$ cat src/rtl/pcpi_pkg.sv
// PCPI dispatch shared types.
// Decode constants, unit select and FSM states.
package pcpi_pkg;

  localparam logic [6:0] OPCODE_OP     = 7'b0110011;
  localparam logic [6:0] FUNCT7_MULDIV = 7'b0000001;

  typedef enum logic [1:0] {
    SEL_NONE,
    SEL_M,
    SEL_C
  } sel_e;

  typedef enum logic [1:0] {
    IDLE,
    BUSY,
    DRAIN
  } state_e;

endpackage

$ cat src/rtl/pcpi_decode.sv
// PCPI instruction decoder.
// Picks the coprocessor unit that claims an instruction.
module pcpi_decode
  import pcpi_pkg::*;
(
  input  logic [31:0] insn,
  input  logic [6:0]  custom_opcode,
  output sel_e        sel
);

  logic is_m;
  logic is_c;
  logic unused_bits;

  assign is_m = (insn[6:0] == OPCODE_OP) &&
                (insn[31:25] == FUNCT7_MULDIV);
  assign is_c = (insn[6:0] == custom_opcode) && !is_m;
  assign unused_bits = ^insn[24:7];

  // one-hot claim to unit select
  always_comb begin
    sel = SEL_NONE;
    unique case (1'b1)
      is_m:    sel = SEL_M;
      is_c:    sel = SEL_C;
      default: sel = SEL_NONE;
    endcase
  end

endmodule

$ cat src/rtl/pcpi_dispatch.sv
// PCPI dispatcher: routes core requests to M / custom unit.
// Registered response, watchdog abort, no re-issue while retiring.
module pcpi_dispatch
  import pcpi_pkg::*;
#(
  parameter int         TIMEOUT_CYCLES = 64,
  parameter logic [6:0] CUSTOM_OPCODE  = 7'b0001011
) (
  input  logic        clk,
  input  logic        resetn,
  input  logic        pcpi_valid,
  input  logic [31:0] pcpi_insn,
  input  logic [31:0] pcpi_rs1,
  input  logic [31:0] pcpi_rs2,
  output logic        pcpi_wr,
  output logic [31:0] pcpi_rd,
  output logic        pcpi_wait,
  output logic        pcpi_ready,
  output logic        m_valid,
  output logic [31:0] m_instruction,
  output logic [31:0] m_rs1,
  output logic [31:0] m_rs2,
  input  logic        m_wr,
  input  logic [31:0] m_rd,
  input  logic        m_busy,
  input  logic        m_ready,
  output logic        c_valid,
  input  logic        c_wr,
  input  logic [31:0] c_rd,
  input  logic        c_busy,
  input  logic        c_ready,
  output logic        err_timeout
);

  localparam int CW = $clog2(TIMEOUT_CYCLES + 1);
  localparam logic [CW-1:0] T_MAX  = CW'(TIMEOUT_CYCLES);
  localparam logic [CW-1:0] T_LAST = CW'(TIMEOUT_CYCLES - 1);

  state_e        state;
  state_e        state_n;
  sel_e          sel_d;
  sel_e          sel_q;
  sel_e          sel_n;
  logic [CW-1:0] cnt;
  logic          take;
  logic          fin;
  logic          fin_wr;
  logic [31:0]   fin_rd;
  logic          tmo;
  logic          u_ready;
  logic          u_wr;
  logic [31:0]   u_rd;
  logic          unused_busy;

  assign unused_busy = m_busy ^ c_busy;

  pcpi_decode u_dec (
    .insn          (pcpi_insn),
    .custom_opcode (CUSTOM_OPCODE),
    .sel           (sel_d)
  );

  assign u_ready = (sel_q == SEL_M) ? m_ready : c_ready;
  assign u_wr    = (sel_q == SEL_M) ? m_wr    : c_wr;
  assign u_rd    = (sel_q == SEL_M) ? m_rd    : c_rd;
  assign sel_n   = take ? sel_d : sel_q;

  // next state; abort beats ready, ready beats timeout
  always_comb begin
    state_n = state;
    take    = 1'b0;
    fin     = 1'b0;
    fin_wr  = 1'b0;
    fin_rd  = '0;
    tmo     = 1'b0;
    unique case (state)
      IDLE: begin
        if (pcpi_valid && sel_d != SEL_NONE) begin
          state_n = BUSY;
          take    = 1'b1;
        end
      end
      BUSY: begin
        if (!pcpi_valid) begin
          state_n = IDLE;
        end else if (u_ready) begin
          state_n = DRAIN;
          fin     = 1'b1;
          fin_wr  = u_wr;
          fin_rd  = u_rd;
        end else if (cnt >= T_LAST) begin
          state_n = DRAIN;
          fin     = 1'b1;
          tmo     = 1'b1;
        end
      end
      DRAIN: begin
        if (!pcpi_valid) state_n = IDLE;
      end
      default: state_n = IDLE;
    endcase
  end

  // state, operand latch and saturating busy counter
  always_ff @(posedge clk or negedge resetn) begin
    if (!resetn) begin
      state         <= IDLE;
      sel_q         <= SEL_NONE;
      cnt           <= '0;
      m_instruction <= '0;
      m_rs1         <= '0;
      m_rs2         <= '0;
    end else begin
      state <= state_n;
      if (take) begin
        sel_q         <= sel_d;
        cnt           <= '0;
        m_instruction <= pcpi_insn;
        m_rs1         <= pcpi_rs1;
        m_rs2         <= pcpi_rs2;
      end else if (state == BUSY && cnt != T_MAX) begin
        cnt <= cnt + CW'(1);
      end
    end
  end

  // registered core/unit handshake and sticky watchdog flag
  always_ff @(posedge clk or negedge resetn) begin
    if (!resetn) begin
      m_valid     <= 1'b0;
      c_valid     <= 1'b0;
      pcpi_wait   <= 1'b0;
      pcpi_ready  <= 1'b0;
      pcpi_wr     <= 1'b0;
      pcpi_rd     <= '0;
      err_timeout <= 1'b0;
    end else begin
      m_valid    <= (state_n == BUSY) && (sel_n == SEL_M);
      c_valid    <= (state_n == BUSY) && (sel_n == SEL_C);
      pcpi_wait  <= (state_n == BUSY);
      pcpi_ready <= fin;
      pcpi_wr    <= fin_wr;
      pcpi_rd    <= fin_rd;
      if (tmo) err_timeout <= 1'b1;
    end
  end

endmodule

$ cat config.mk
export PLATFORM = sky130hd
export DESIGN_NAME = pcpi_dispatch
export DESIGN_NICKNAME = d
export VERILOG_FILES = /design/src/rtl/pcpi_pkg.sv /design/src/rtl/pcpi_decode.sv /design/src/rtl/pcpi_dispatch.sv
export SDC_FILE = /design/constraint.sdc
export NUM_CORES = 1
export LEC_CHECK = 0
export CAP_MARGIN = 20
export CELL_PAD_IN_SITES_DETAIL_PLACEMENT = 1
export CELL_PAD_IN_SITES_GLOBAL_PLACEMENT = 1
export CORE_MARGIN = 2
export CORE_UTILIZATION = 27
export DETAILED_ROUTE_END_ITERATION = 7
export PLACE_DENSITY = 0.79
export SYNTH_ARGS = -nofsm -noshare
export SYNTH_HDL_FRONTEND = slang
export SYNTH_SLANG_ARGS = --single-unit
$ cat constraint.sdc
create_clock -name clk -period 1.7 [get_ports clk]
set_input_delay 0.34 -clock clk [delete_from_list [all_inputs] [get_ports clk]]
set_output_delay 0.34 -clock clk [all_outputs]
set_load 0.05 [all_outputs]
==> flow_summary.ini <==
[place]
dp.cells = 1025
place_hpwl_um = 14000
portBuffers = 300
pre_cts_ws_ns = -0.526
post_dp_cell_area_um2 = 9080
place_congestion = 0.737

[yosys]
synth_edf_count = 0
netlist_instances = 438
netlist_area_um2 = 5840
ys_seq_area_share_pct = 62.1
yosys_warnings = 0
synth_ff_type = dfrtp_1
ys_ff_latch = 145
synth-async-reset-ratio_pct = 100
syn_nets = 609
ys_types = 43
syn_area_per_cell_um2 = 13.3

[setup_path]
worstSetupStartpointType = input port
worstPathArrival_ns = 1.96
cp_max_fo = 17
worstPathRequired_ns = 1.99
reg2reg_depth = 5
cp-end-kind = register
worstSetupPathType = input port to register

[global_routing]
gr-usage-met2_pct = 28.1
antenna_found_initial = 0
grt_use_total_pct = 15.8
first_global_vias = 4933
met3_usage_pct = 6.11
grt_pass1_wl_um = 27400
grt_overflow_total = 0
grt_util_met1_pct = 17.9
grt_max_degree = 52
busiest_layer = met2

[sta]
maxSlewViolCount = 0
rsz0062_at_grt = true
worst_slack_ns = 0.0287
setup_violations = 0
fin_skew_ns = 0.0130
timing.final.crit_share_pct = 98.3
fin_crit_ns = 1.67
fmax_mhz = 598
tightestPinTransition_ns = 0.389
hold_viol_final = 0
setup-tns-final_ns = 0
slew_headroom_pct = 74.0

[finish]
final_layout_size_suffix_gt1_share_pct = 40.8
syn2layout_area_growth_pct = 68.7
fill_cells = 2276
diodes = 0
stdcell_count = 1066
layout_commonest_cell = buf_4
postLayoutCellArea_um2 = 9860
fin_nets = 949
mostFrequentLayoutCells = 165 x buf_4, 156 x clkdlybuf4s50_1, 143 x dfrtp_1

[pwr]
power.density_nw_per_um2 = 976
p_leak_nw = 4.99
peakVddDrop_mv = 0.512
p_total_w = 0.00962

[floorplan]
fp.coreArea_um2 = 21200
io_pins = 303
initial_core_util_pct = 27.6
placementRows = 53
die_h_um = 151
die-area_um2 = 22800
die_w_um = 151

[route]
drcViolationCount = 0
drtPass1Iterations = 4
vias_per_cell = 4.46
drtIter0Drc = 53
wirelength_um = 18700
vias = 4759
wl_per_cell_um = 17.6
ant_nets = 0

[clock_tree]
insertion_delay_ns = 0.41
cts_sinks = 145
cts_tree = done
clk_path_buf_depth = 2
cts_buffers = 17
path_clk_slew_ns = 0.06
cts.htree.levels = 4
cts_root_buf = clkbuf_16

[status]
status = finished clean

[job]
drv_cap = 0

[worst_hold_path]
worstHoldPathCells = 2
min_path_type = input port to register
## metal layers
metal	vias up	part of all wire (%)
li1	2186	-
met1	2351	39
met2	207	51
met3	15	9.2
met4	0	0.97
met5	-	0
## registers in the layout, summed over array words and instances, names as in the netlist, 2 cells and up
signal         flops
pcpi_rd           32
state              2
m_rs1             32
m_instruction     32
cnt                7
m_rs2             32
sel_q              2
## timing repair
action	CTS	global route
pin swaps	0	5
cloned	3	0
setup buffers	3	3
hold endpoints to repair	31	0
gates resized for setup	25	11
hold buffers	1	0
setup endpoints to repair	90	35
## cell families after synthesis
logic type / share of synthesized area, %
AOI/OAI and AO/OA: 5.85
xor gates and xnor gates: 0.600
adders and majority gates: 0.428
buffers and inverters: 2.68
DFF: 62.1
muxes: 19.4
and+or+nand+nor: 8.89
## Yosys cell counts, types with 5 or more instances
cell type / count / area [um^2]
mux2_4: 33 / 495
mux2_2: 56 / 631
dfrtp_1: 145 / 3630
nand2b_1: 5 / 31.3
buf_2: 5 / 25.0
inv_1: 5 / 18.8
nor2_1: 12 / 45.0
buf_6: 6 / 67.6
nand2_1: 70 / 263
nand4_1: 5 / 31.3
a21oi_1: 37 / 185
clkbuf_1: 12 / 45.0
## path summary, 6_finish.rpt
check	from	to	slack (ns)
setup / recovery	pcpi_insn[29]	m_rs1[30]$_DFFE_PN0N_	0.03
hold / removal	pcpi_insn[31]	m_instruction[31]$_DFFE_PN0N_	0.30
setup reg to reg	state[1]$_DFF_PN0_	m_rs2[27]$_DFFE_PN0N_	0.05
hold reg to reg	m_instruction[0]$_DFFE_PN0N_	m_instruction[0]$_DFFE_PN0N_	0.48
max in group asynchronous	resetn	cnt[1]$_DFFE_PN0P_	0.70
min in group asynchronous	resetn	m_rs1[21]$_DFFE_PN0N_	0.39
## cell type report
cell class              count  area (um^2)  share of cell area, %
clock inverters            15          174                   1.76
well taps                 275          344                   3.49
multi-input cells         266         2160                   21.9
repair buffers            343         3110                   31.5
inverters                   5         18.8                  0.190
flip-flops and latches    145         3630                   36.8
clock buffers              17          425                   4.32
## power breakdown
part / switching [W] / total, W / leakage [nW] / internal (W)
registers: 0.000176 / 0.00386 / 1.96 / 0.00368
logic: 0.00108 / 0.00194 / 2.75 / 0.000858
clock network: 0.00161 / 0.00382 / 0.287 / 0.00221
## stage by stage
stage	util (%)	hold slack (ns)
after global placement	42.9	0.254
after detailed placement	42.9	0.251
final	46.6	0.299
after global routing	46.6	0.288
after floorplan	-	0.0444
after CTS	46.4	0.334
## critical path, cell delays in order
cell,delay [ns]
clkdlybuf4s50_1,0.54
nor2_4,0.06
a41oi_4,0.20
or2_4,0.27
buf_12,0.18
mux2_2,0.35
(Power assumes the default switching activity.)
